===== config.mk =====
export PLATFORM = sky130hd
export DESIGN_NAME = reg_write_buffer_flat
export DESIGN_NICKNAME = d
export VERILOG_FILES = /design/src/rtl/reg_write_buffer_if.sv /design/src/rtl/reg_write_buffer.sv /design/src/flat_wrapper.sv
export SDC_FILE = /design/constraint.sdc
export NUM_CORES = 1
export LEC_CHECK = 0
export ABC_CLOCK_PERIOD_IN_PS = 8260
export CORE_ASPECT_RATIO = 0.8
export CORE_MARGIN = 10
export CORE_UTILIZATION = 45
export CTS_BUF_LIST = sky130_fd_sc_hd__clkbuf_4
export CTS_CLUSTER_DIAMETER = 40
export CTS_CLUSTER_SIZE = 14
export DETAILED_ROUTE_END_ITERATION = 7
export HOLD_SLACK_MARGIN = 0.1
export PLACE_DENSITY = 0.77
export SLEW_MARGIN = 0
export SYNTH_ARGS = -nofsm -noshare
export SYNTH_HDL_FRONTEND = slang
export SYNTH_SLANG_ARGS = --single-unit

===== constraint.sdc =====
create_clock -name clk -period 8.26 [get_ports clk]
set_input_delay 1.239 -clock clk [delete_from_list [all_inputs] [get_ports clk]]
set_output_delay 1.239 -clock clk [all_outputs]
set_load 0.02 [all_outputs]

===== src/rtl/reg_write_buffer_if.sv =====
// Bundle of the write-buffer request, register-file and query signals.
// The slave modport is the buffer itself; master is whoever drives it.
interface reg_write_buffer_if #(
  parameter int unsigned N     = 32,
  parameter int unsigned AW    = 2,
  parameter int unsigned DEPTH = 4
);
  localparam int unsigned CW = $clog2(DEPTH) + 1;

  logic          in_valid;
  logic          in_ready;
  logic [AW-1:0] in_addr;
  logic [N-1:0]  in_mask;
  logic [N-1:0]  in_data;
  logic          rf_hold;
  logic [AW-1:0] rf_w1;
  logic [N-1:0]  rf_mask;
  logic [N-1:0]  rf_w;
  logic [AW-1:0] q_addr;
  logic [AW-1:0] rf_r1;
  logic [N-1:0]  rf_v1;
  logic [N-1:0]  q_value;
  logic          q_pending;
  logic [CW-1:0] count;

  modport slave (
    input  in_valid, in_addr, in_mask, in_data, rf_hold, q_addr, rf_v1,
    output in_ready, rf_w1, rf_mask, rf_w, rf_r1, q_value, q_pending, count
  );

  modport master (
    output in_valid, in_addr, in_mask, in_data, rf_hold, q_addr, rf_v1,
    input  in_ready, rf_w1, rf_mask, rf_w, rf_r1, q_value, q_pending, count
  );
endinterface


===== src/rtl/reg_write_buffer.sv =====
// Masked writeback FIFO in front of a register file; drains one entry per cycle and
// answers queries with all still-pending writes merged over the register-file value.
module reg_write_buffer #(
  parameter int unsigned N     = 32,
  parameter int unsigned AW    = 2,
  parameter int unsigned DEPTH = 4
) (
  input logic               clk,
  input logic               rst,
  reg_write_buffer_if.slave bus
);
  localparam int unsigned PW = $clog2(DEPTH);
  localparam int unsigned CW = PW + 1;

  logic [AW-1:0] addr_q [DEPTH];
  logic [N-1:0]  mask_q [DEPTH];
  logic [N-1:0]  data_q [DEPTH];

  logic [PW-1:0] head_q, head_d;
  logic [PW-1:0] tail_q, tail_d;
  logic [CW-1:0] count_q, count_d;

  logic          push;
  logic          pop;
  logic          in_ready;
  logic [PW-1:0] idx;
  logic [N-1:0]  merged;
  logic          pending;

  // Full means no accept, even when the head drains this same cycle.
  assign in_ready = (count_q < CW'(DEPTH)) && !rst;
  assign push     = bus.in_valid && in_ready;
  assign pop      = (count_q != '0) && !bus.rf_hold && !rst;

  always_comb begin
    head_d  = head_q;
    tail_d  = tail_q;
    count_d = count_q;
    if (push) tail_d = tail_q + 1'b1;
    if (pop)  head_d = head_q + 1'b1;
    if (push && !pop) begin
      count_d = count_q + 1'b1;
    end else if (pop && !push) begin
      count_d = count_q - 1'b1;
    end
  end

  always_ff @(posedge clk) begin
    if (rst) begin
      head_q  <= '0;
      tail_q  <= '0;
      count_q <= '0;
    end else begin
      head_q  <= head_d;
      tail_q  <= tail_d;
      count_q <= count_d;
    end
  end

  always_ff @(posedge clk) begin
    if (push) begin
      addr_q[tail_q] <= bus.in_addr;
      mask_q[tail_q] <= bus.in_mask;
      data_q[tail_q] <= bus.in_data;
    end
  end

  // Oldest-to-newest merge; the head stays included while it is being written.
  always_comb begin
    merged  = bus.rf_v1;
    pending = 1'b0;
    idx     = head_q;
    for (int i = 0; i < DEPTH; i++) begin
      idx = head_q + PW'(i);
      if ((CW'(i) < count_q) && (addr_q[idx] == bus.q_addr)) begin
        merged = (merged & ~mask_q[idx]) | (data_q[idx] & mask_q[idx]);
        if (mask_q[idx] != '0) pending = 1'b1;
      end
    end
    if (rst) begin
      merged  = bus.rf_v1;
      pending = 1'b0;
    end
  end

  assign bus.in_ready  = in_ready;
  assign bus.rf_w1     = addr_q[head_q];
  assign bus.rf_w      = data_q[head_q];
  assign bus.rf_mask   = pop ? mask_q[head_q] : '0;
  assign bus.rf_r1     = bus.q_addr;
  assign bus.q_value   = merged;
  assign bus.q_pending = pending;
  assign bus.count     = count_q;
endmodule


===== src/flat_wrapper.sv =====
// flat-port wrapper written by rule: the top's interface ports become plain ports
module reg_write_buffer_flat 
#(
  parameter int unsigned N     = 32,
  parameter int unsigned AW    = 2,
  parameter int unsigned DEPTH = 4
)
  (clk, rst, bus_in_valid, bus_in_addr, bus_in_mask, bus_in_data, bus_rf_hold, bus_q_addr, bus_rf_v1, bus_in_ready, bus_rf_w1, bus_rf_mask, bus_rf_w, bus_rf_r1, bus_q_value, bus_q_pending, bus_count);
  reg_write_buffer_if #(.N(N), .AW(AW), .DEPTH(DEPTH)) bus_i ();
  input logic clk;
  input logic rst;
  input wire logic [$bits(bus_i.in_valid)-1:0] bus_in_valid;
  input wire logic [$bits(bus_i.in_addr)-1:0] bus_in_addr;
  input wire logic [$bits(bus_i.in_mask)-1:0] bus_in_mask;
  input wire logic [$bits(bus_i.in_data)-1:0] bus_in_data;
  input wire logic [$bits(bus_i.rf_hold)-1:0] bus_rf_hold;
  input wire logic [$bits(bus_i.q_addr)-1:0] bus_q_addr;
  input wire logic [$bits(bus_i.rf_v1)-1:0] bus_rf_v1;
  output wire logic [$bits(bus_i.in_ready)-1:0] bus_in_ready;
  output wire logic [$bits(bus_i.rf_w1)-1:0] bus_rf_w1;
  output wire logic [$bits(bus_i.rf_mask)-1:0] bus_rf_mask;
  output wire logic [$bits(bus_i.rf_w)-1:0] bus_rf_w;
  output wire logic [$bits(bus_i.rf_r1)-1:0] bus_rf_r1;
  output wire logic [$bits(bus_i.q_value)-1:0] bus_q_value;
  output wire logic [$bits(bus_i.q_pending)-1:0] bus_q_pending;
  output wire logic [$bits(bus_i.count)-1:0] bus_count;
  assign bus_i.in_valid = bus_in_valid;
  assign bus_i.in_addr = bus_in_addr;
  assign bus_i.in_mask = bus_in_mask;
  assign bus_i.in_data = bus_in_data;
  assign bus_i.rf_hold = bus_rf_hold;
  assign bus_i.q_addr = bus_q_addr;
  assign bus_i.rf_v1 = bus_rf_v1;
  assign bus_in_ready = bus_i.in_ready;
  assign bus_rf_w1 = bus_i.rf_w1;
  assign bus_rf_mask = bus_i.rf_mask;
  assign bus_rf_w = bus_i.rf_w;
  assign bus_rf_r1 = bus_i.rf_r1;
  assign bus_q_value = bus_i.q_value;
  assign bus_q_pending = bus_i.q_pending;
  assign bus_count = bus_i.count;
  reg_write_buffer #(.N(N), .AW(AW), .DEPTH(DEPTH)) u_core (.clk(clk), .rst(rst), .bus(bus_i));
endmodule

==> flow_summary.json, run 1 <==
{
  "cts-root-buf": "clkbuf_4",
  "post-synth-top-count-cell": "edfxtp_1",
  "hold_start": "u_core.tail_q[1]$_SDFFE_PP0P_",
  "ant_nets": 0,
  "final_nets": 1557,
  "grt_pass1_wl_um": 80130,
  "outcome": "finished clean",
  "drv_cap": 0,
  "postCtsHoldBufs": 0,
  "cts_num_sinks": 273,
  "ys.flop_type": "edfxtp_1",
  "power_switching_w": 0.001830,
  "cpLargestDelayFamily": "flip-flops",
  "tightest_slew_ns": 1.067,
  "p_int_w": 0.003021,
  "fillCellCount": 3322,
  "vias_per_cell": 6.580,
  "cts_resized": 0,
  "pwr-share-comb": 0.426,
  "crit_fanout": 41,
  "seq_area_frac_synth": 0.4536,
  "cts_tree": "yes",
  "ir_worst_vdd_mv": 0.1678,
  "fin_setup_tns_ns": 0,
  "place.gp.congestion": 0.8621,
  "cts_buffer_depth": 3,
  "use_met2": 0.3515,
  "postCtsSetupBuffers": 0,
  "die_h_um": 198.3,
  "io_buffer_count": 208,
  "hold_viol_final": 0,
  "synth.distinct_cells": 41,
  "syn2layout_area_growth_pct": 17.49,
  "p_per_area_nw_per_um2": 231.0,
  "slew_viol_final": 0,
  "p_leak_nw": 6.466,
  "power_frac_seq": 0.361,
  "synth_fp_nets": 1390,
  "min_period_over_period": 0.7730,
  "critPathCaptureType": "output port",
  "routed_wirelength_um": 52860,
  "fp.dieW_um": 242.8,
  "grt.met1_usage": 0.2741,
  "worstHoldPathType": "reg -> reg",
  "grt.total_usage": 0.2128,
  "synth_area_per_cell_um2": 14.00,
  "critPathLaunchType": "flop",
  "finalClockSkew_ns": 0.03034,
  "hpwl_um": 35600,
  "coreArea_um2": 39360,
  "total_power_w": 0.004851,
  "r2r_start": "u_core.bus.count[0]$_SDFFE_PP0P_",
  "min_period_ns": 6.385,
  "use_met3": 0.04713,
  "cts_max_level": 2,
  "vias": 13304,
  "max_stage_delay_ns": 1.02,
  "cp_num_buf_inv": 2,
  "synth_edf_count": 264,
  "setup_ws_ns": 1.875,
  "cpMaxStageDelayCell": "dfxtp_4",
  "grt_overflow_total": 0,
  "clk_pin_slew_ns": 0.11,
  "drive_gt1_frac": 0.2453,
  "drt-initial-drc-count": 1509,
  "dr.pass1.iters": 5,
  "wl_per_cell_um": 26.14,
  "swShare": 0.3773,
  "ios": 209,
  "initial_core_util": 0.4541,
  "min_path_cells": 2,
  "r2r_end": "u_core.bus.count[2]$_SDFFE_PP0P_",
  "dieArea_um2": 48150,
  "synth_common_cells": "edfxtp_1, mux4_2, mux2i_1",
  "yosysTopAreaCell": "edfxtp_1",
  "async_reset_ff_frac": 0,
  "crit_arrival_ns": 5.15,
  "core.rowCount": 65,
  "grt_pass1_vias": 13302,
  "r2r_cells": 9,
  "syn-cell-area_um2": 17880,
  "grt_max_degree": 86,
  "cts_buffers": 44,
  "antenna_found_initial": 7,
  "rsz0062_at_grt": "no",
  "synth_top_cell_area_share": 0.4435,
  "place_ws_ns": 2.397,
  "path_cells": "mux4_2, xnor2_1, buf_4, nand3_2, o21bai_1, a41oi_1, clkdlybuf4s50_1",
  "gr-max-usage-layer": "met2",
  "fmax_ghz": 0.1566,
  "netlist_instances": 1277,
  "ys_ff_latch": 273,
  "drc": 0,
  "min_to": "u_core.tail_q[1]$_SDFFE_PP0P_",
  "setup_viol_count_final": 0,
  "yosysWarnings": 0,
  "required_ns": 7.02,
  "worstSkewPairLatency_ns": 0.71,
  "r2r_slack_ns": 4.50,
  "ys_top_cells_by_area": "edfxtp_1, mux4_2, mux2i_1",
  "path_class": "reg -> out",
  "clockPowerShare": 0.212,
  "maxSlewHeadroom": 0.2821
}
==> cell type report <==
cell class	instances	area, um2	area share
inverter	59	221.5	0.01054
clock inverter	33	327.8	0.01561
clock buffer	49	367.9	0.01751
tap	536	670.6	0.03193
multi-input combinational	837	9002	0.4286
antenna	6	15.01	0.0007149
timing repair buffer	229	2275	0.1083
sequential	273	8123	0.3868
==> worst register-to-register path, cell delays in order, from the launching register on <==
cell and delay (ns):
dfxtp_1 0.49, inv_1 0.11, ha_1 0.21, a21oi_1 0.29
nor2b_1 0.72, inv_1 0.73, ha_1 0.50, mux2i_1 0.14
or3_1 0.31, a21oi_1 0.18
==> cell usage in the layout (no fill, tap or decap), drive strengths merged, types with 39 or more instances in the layout <==
cell type | synthesis | final
inv | 59 | 70
mux2i | 133 | 133
edfxtp | 264 | 264
clkdlybuf4s50 | 0 | 207
clkbuf | 39 | 49
mux2 | 62 | 62
a21oi | 74 | 74
mux4 | 184 | 184
nor2 | 79 | 79
nand4 | 39 | 39
==> state kept, by name (all words and copies together), names as in the netlist, named ones only <==
signal            cells
u_core.data_q       128
u_core.mask_q       128
u_core.addr_q         8
u_core.bus.count      3
u_core.head_q         2
u_core.tail_q         2
==> power by group through the flow <==
| stage | registers, W | clock network (W) | logic (W) |
|---|---|---|---|
| 6_report | 0.00175 | 0.00103 | 0.00207 |
| 5_1_grt | 0.00177 | 0.00112 | 0.00220 |
| 4_1_cts | 0.00175 | 0.00105 | 0.00206 |
| 3_5_place_dp | 0.00179 | 0 | 0.00205 |
| 3_3_place_gp | 0.00178 | 0 | 0.00202 |
| 2_1_floorplan | 0.00167 | 0 | 0.00153 |
==> worst max-delay path by stage <==
stage / startpoint / end / slack [ns] / cells after the start
after global placement: bus_q_addr[1] / bus_q_pending / 2.41 / 7
final: flop / bus_q_pending / 1.87 / 7
after CTS: flop / bus_q_pending / 1.78 / 7
after detailed placement: bus_q_addr[1] / bus_q_pending / 2.40 / 8
after global routing: flop / bus_q_pending / 1.56 / 7
after floorplan: bus_q_addr[1] / bus_q_value[31] / 4.31 / 6
==> metal layers <==
metal | up-vias | wire (um)
met3 | 126 | 4812
li1 | 5660 | -
met1 | 6812 | 21000
met5 | - | 27
met4 | 4 | 1432
met2 | 702 | 25580
==> per-stage QoR <==
| step | instances | hold WS, ns | instance area, um2 | util |
|---|---|---|---|---|
| 3_3_place_gp | 1934 | 0.5348 | 20290 | 0.5155 |
| 5_1_grt | 2018 | 0.6136 | 20990 | 0.5333 |
| 3_5_place_dp | 1934 | 0.5738 | 20290 | 0.5155 |
| 6_report | 2022 | 0.5911 | 21000 | 0.5336 |
| 4_1_cts | 2016 | 0.5939 | 20990 | 0.5332 |
| 2_1_floorplan | 1277 | 0.5077 | 17880 | - |
==> kinds of logic after synthesis <==
group           count (synthesis)  share of synthesized area
flops                         273                     0.4536
buf+inv                       167                    0.04487
mux                           379                     0.3453
compound gates                242                    0.09036
xor+xnor                       13                   0.006369
fa+ha+maj                       9                   0.006300
simple gates                  194                    0.05319
Power figures use the tool's default switching activity.
==> inputs of run 2 (changes only) <==
--- a/config.mk
+++ b/config.mk
@@ -5,7 +5,7 @@
 export SDC_FILE = /design/constraint.sdc
 export NUM_CORES = 1
 export LEC_CHECK = 0
-export ABC_CLOCK_PERIOD_IN_PS = 8260
+export ABC_CLOCK_PERIOD_IN_PS = 5300
 export CORE_ASPECT_RATIO = 0.8
 export CORE_MARGIN = 10
 export CORE_UTILIZATION = 45
@@ -14,7 +14,7 @@
 export CTS_CLUSTER_SIZE = 14
 export DETAILED_ROUTE_END_ITERATION = 7
 export HOLD_SLACK_MARGIN = 0.1
-export PLACE_DENSITY = 0.77
+export PLACE_DENSITY = 0.8
 export SLEW_MARGIN = 0
 export SYNTH_ARGS = -nofsm -noshare
 export SYNTH_HDL_FRONTEND = slang
==> constraint.sdc (replaced) <==
create_clock -name clk -period 5.3 [get_ports clk]
set_input_delay 0.795 -clock clk [delete_from_list [all_inputs] [get_ports clk]]
set_output_delay 0.795 -clock clk [all_outputs]
set_load 0.02 [all_outputs]
==> flow_summary.json, run 2 (synthesized netlist as in run 1, its figures left out) <==
{
  "cts_num_sinks": 273,
  "grt_pass1_vias": 13399,
  "tightest_slew_ns": 1.190,
  "met3_length_um": 5252,
  "finalClockSkew_ns": 0.04399,
  "worstHoldPathType": "in -> reg",
  "initial_core_util": 0.4541,
  "drt-initial-drc-count": 1503,
  "cts_buffers": 41,
  "critPathLaunchType": "flop",
  "grt_pass1_wl_um": 80990,
  "cts-root-buf": "clkbuf_4",
  "drc": 0,
  "drive_gt1_frac": 0.2530,
  "r2r_end": "u_core.bus.count[2]$_SDFFE_PP0P_",
  "core.rowCount": 65,
  "dr.pass1.iters": 5,
  "fillCellCount": 3248,
  "dp.cells": 1960,
  "fmax_ghz": 0.1950,
  "postCtsSetupBuffers": 0,
  "hold_viol_final": 0,
  "fin_cells": 2039,
  "final_nets": 1580,
  "grt_overflow_total": 0,
  "required_ns": 4.51,
  "maxSlewHeadroom": 0.2059,
  "min_period_ns": 5.129,
  "cts_buffer_depth": 3,
  "coreArea_um2": 39360,
  "vias": 13399,
  "vias_per_cell": 6.571,
  "cts_tree": "yes",
  "min_period_over_period": 0.9677,
  "r2r_slack_ns": 2.16,
  "antenna_found_initial": 6,
  "critPathCaptureType": "output port",
  "rsz0062_at_grt": "no",
  "syn2layout_area_growth_pct": 18.95,
  "layout_commonest_cell": "edfxtp_1",
  "total_power_w": 0.007601,
  "slew_viol_final": 0,
  "grt.total_usage": 0.2152,
  "wl_per_cell_um": 26.26,
  "highest_layer": "met5",
  "clk_pin_slew_ns": 0.11,
  "ios": 209,
  "routed_wirelength_um": 53550,
  "met2WireLength_um": 25950,
  "worstSkewPairLatency_ns": 0.72,
  "ant_nets": 0,
  "hpwl_um": 37290,
  "die_h_um": 198.3,
  "met1_length_um": 21250,
  "dieArea_um2": 48150,
  "reg_top3": "u_core.data_q x128, u_core.mask_q x128, u_core.addr_q x8",
  "hold_start": "rst",
  "min_path_cells": 2,
  "drv_cap": 0,
  "place.gp.congestion": 0.8717,
  "ir_worst_vdd_mv": 0.2295,
  "r2r_start": "u_core.bus.count[0]$_SDFFE_PP0P_",
  "p_per_area_nw_per_um2": 357.5,
  "fin_setup_tns_ns": 0,
  "p_leak_nw": 6.603,
  "crit_arrival_ns": 4.33,
  "crit_fanout": 56,
  "io_buffer_count": 208,
  "final_cell_mix": "edfxtp_1, clkdlybuf4s50_1, mux4_2, mux2i_1, nor2_1",
  "r2r_cells": 10,
  "outcome": "finished clean",
  "setup_viol_count_final": 0,
  "fp.dieW_um": 242.8,
  "cts_max_level": 2,
  "grt_max_degree": 66,
  "path_class": "reg -> out",
  "postCtsHoldBufs": 0,
  "min_to": "u_core.tail_q[0]$_SDFFE_PP0P_"
}
==> run 2: cell count changes in the layout (fill, tap and decap cells not counted), sizes merged <==
cell,delta
inv,-1
clkbuf,-5
buf,+26
clkinv,-2
diode,-1
==> run 2: timing repair <==
action,in CTS,in global routing
pin swaps,0,0
gates resized for setup,2,5
setup endpoints to repair,4,1
==> run 2: report_power, final <==
group	internal [W]	switching [W]
logic	0.00160	0.00187
clock network	0.000653	0.000874
registers	0.00248	0.000126
total	0.00473	0.00287
==> run 2: worst max path at each step <==
stage / slack (ns) / endpoint / cells after the start
after floorplan: 1.83 / u_core.addr_q[0][0]$_DFFE_PP_ / 3
after global placement: 0.37 / bus_q_value[6] / 8
after detailed placement: 0.36 / bus_q_value[6] / 8
after CTS: 0.02 / bus_q_pending / 9
after global routing: 0.01 / bus_q_pending / 9
final: 0.17 / bus_q_pending / 7
==> run 2: area by class of cell <==
cell class	count	area [um2]	share of cell area
sequential	273	8123	0.3820
multi-input combinational	837	9024	0.4244
clock inverter	30	306.5	0.01442
clock buffer	44	330.3	0.01553
tap	536	670.6	0.03154
timing repair buffer	255	2576	0.1212
antenna	5	12.51	0.0005884
inverter	59	221.5	0.01041
==> run 2: through the flow <==
| step | setup slack (ns) | instance area, um2 | utilization | hold slack, ns |
|---|---|---|---|---|
| floorplan | 1.828 | 17880 | - | 0.5077 |
| global placement | 0.3741 | 20570 | 0.5227 | 0.5272 |
| detailed placement | 0.3574 | 20570 | 0.5227 | 0.5479 |
| CTS | 0.01896 | 21230 | 0.5393 | 0.5085 |
| global route | 0.01210 | 21260 | 0.5401 | 0.5286 |
| finish | 0.1710 | 21260 | 0.5402 | 0.5478 |
==> run 2: critical path, stage by stage (launching register included) <==
cell and delay, ns:
dfxtp_4 0.53, buf_16 0.44, mux4_2 0.63, nor4_1 0.66, nand4_1 0.29, o21bai_1 0.21
a41oi_1 0.20, clkdlybuf4s50_1 0.60
==> run 2: metal layers <==
| layer | up-vias | track usage |
|---|---|---|
| met3 | 104 | 0.04767 |
| met2 | 798 | 0.3567 |
| met4 | 4 | 0.06608 |
| met5 | - | 0 |
| li1 | 5698 | - |
| met1 | 6795 | 0.2785 |
==> inputs of run 3 (changes only) <==
--- a/config.mk
+++ b/config.mk
@@ -6,8 +6,8 @@
 export NUM_CORES = 1
 export LEC_CHECK = 0
 export ABC_CLOCK_PERIOD_IN_PS = 5300
+export CAP_MARGIN = 20
 export CORE_ASPECT_RATIO = 0.8
-export CORE_MARGIN = 10
 export CORE_UTILIZATION = 45
 export CTS_BUF_LIST = sky130_fd_sc_hd__clkbuf_4
 export CTS_CLUSTER_DIAMETER = 40
==> flow_summary.json, run 3 (synthesized netlist as in run 1, its figures left out) <==
{
  "grt_max_degree": 75,
  "rsz0062_at_grt": "no",
  "clk_pin_slew_ns": 0.14,
  "drc": 0,
  "fp.dieW_um": 224.8,
  "min_to": "u_core.tail_q[1]$_SDFFE_PP0P_",
  "register_area_um2": 8120,
  "crit_fanout": 64,
  "fillCellCount": 3070,
  "p_per_area_nw_per_um2": 362.9,
  "required_ns": 4.51,
  "cts_buffer_depth": 3,
  "dieArea_um2": 40530,
  "reg_top3": "u_core.data_q x128, u_core.mask_q x128, u_core.addr_q x8",
  "cts_max_level": 2,
  "coreArea_um2": 38680,
  "io_buffer_count": 208,
  "routed_wirelength_um": 52120,
  "die_h_um": 180.3,
  "wl_per_cell_um": 25.60,
  "tightest_slew_ns": 1.121,
  "min_period_over_period": 0.9441,
  "grt.met1_usage": 0.3388,
  "hold_viol_final": 0,
  "finalClockSkew_ns": 0.04865,
  "crit_arrival_ns": 4.21,
  "grt_pass1_vias": 13124,
  "critPathCaptureType": "output port",
  "cpMaxStageDelayCell": "mux4_2",
  "use_met2": 0.4077,
  "path_cells": "buf_12, mux4_2, nor4_1, nand4_1, o21bai_1, a41oi_1, clkdlybuf4s50_1",
  "worstSkewPairLatency_ns": 0.72,
  "hpwl_um": 34890,
  "hold_start": "u_core.tail_q[1]$_SDFFE_PP0P_",
  "ir_worst_vdd_mv": 0.3631,
  "dr.pass1.iters": 6,
  "grt_pass1_wl_um": 78650,
  "use_met3": 0.07174,
  "critPathLaunchType": "flop",
  "drv_cap": 0,
  "r2r_end": "u_core.bus.count[2]$_SDFFE_PP0P_",
  "ios": 209,
  "path_class": "reg -> out",
  "syn2layout_area_growth_pct": 19.72,
  "grt.total_usage": 0.2548,
  "r2r_slack_ns": 2.55,
  "worstHoldPathType": "reg -> reg",
  "min_period_ns": 5.004,
  "drt-initial-drc-count": 1520,
  "fin_setup_tns_ns": 0,
  "maxSlewHeadroom": 0.2528,
  "grt_overflow_total": 0,
  "cpLargestDelayFamily": "buffers and inverters",
  "cts_tree": "yes",
  "slew_viol_final": 0,
  "cp_num_buf_inv": 2,
  "gr-max-usage-layer": "met2",
  "r2r_start": "u_core.bus.count[0]$_SDFFE_PP0P_",
  "final_nets": 1588,
  "fin_util": 0.5533,
  "cts_buffers": 38,
  "fmax_ghz": 0.1998,
  "postCtsHoldBufs": 0,
  "cts_num_sinks": 273,
  "max_stage_delay_ns": 0.63,
  "min_path_cells": 2,
  "core.rowCount": 64,
  "antenna_found_initial": 5,
  "cts-root-buf": "clkbuf_4",
  "ant_nets": 0,
  "multi_input_area_um2": 9036,
  "layout_commonest_cell": "edfxtp_1",
  "vias": 13406,
  "vias_per_cell": 6.584,
  "place.gp.congestion": 0.9019,
  "p_leak_nw": 6.676,
  "initial_core_util": 0.4622,
  "drive_gt1_frac": 0.2598,
  "setup_viol_count_final": 0,
  "outcome": "finished clean",
  "r2r_cells": 10,
  "final_cell_mix": "edfxtp_1, clkdlybuf4s50_1, mux4_2, mux2i_1, nor2_1"
}
run 3: final cells by class:
type | instances | area share
inverter | 59 | 0.01035
sequential | 273 | 0.3794
tap | 528 | 0.03087
timing repair buffer | 266 | 0.1245
clock buffer | 38 | 0.01333
antenna | 3 | 0.0003508
clock inverter | 32 | 0.01894
multi-input combinational | 837 | 0.4222
run 3: worst max-delay path by stage:
stage	startpoint	endpoint	slack, ns	cells after the start
6_report	flop	bus_q_pending	0.30	7
2_1_floorplan	rst	u_core.addr_q[0][0]$_DFFE_PP_	1.83	3
4_1_cts	u_core.head_q[1]$_SDFFE_PP0P_	bus_q_pending	0.009	9
3_3_place_gp	bus_q_addr[0]	bus_q_value[4]	0.92	8
5_1_grt	flop	bus_q_pending	0.04	7
3_5_place_dp	bus_q_addr[1]	bus_q_value[4]	0.76	8
run 3: power by group:
part           switching, W  internal (W)
registers          0.000113       0.00248
clock network      0.000885      0.000760
logic               0.00190       0.00162
total               0.00290       0.00487
run 3: through the flow:
step	hold WS, ns	setup slack [ns]	power, W	cells	area, um2
3_5_place_dp	0.5472	0.7616	0.006094	1954	20590
4_1_cts	0.5490	0.009488	0.007742	2024	21280
2_1_floorplan	0.5077	1.828	0.004980	1277	17880
5_1_grt	0.5590	0.03961	0.008092	2035	21400
3_3_place_gp	0.5375	0.9166	0.006033	1954	20590
6_report	0.5620	0.2961	0.007766	2036	21400
run 3: worst register-to-register path: cells and delay by family, from the launching register on:
kind / cells / cell delay [ns]
simple gates: 2 / 0.55
compound gates: 2 / 0.44
buf+inv: 4 / 0.64
flops: 1 / 0.49
fa+ha+maj: 2 / 0.62
run 3: metal layers:
metal	part of all wire	vias to the layer above	routed length [um]
met5	0.00040	-	21
met4	0.024	4	1240
met3	0.12	100	6063
met2	0.47	872	24580
met1	0.39	6711	20210
li1	-	5719	-
run 3: timing repair:
action / in CTS / in global routing
endpoints found under the setup margin: 0 / 1
gates resized for setup: 0 / 7
hold endpoints to repair: 0 / 0
setup buffers: 0 / 9
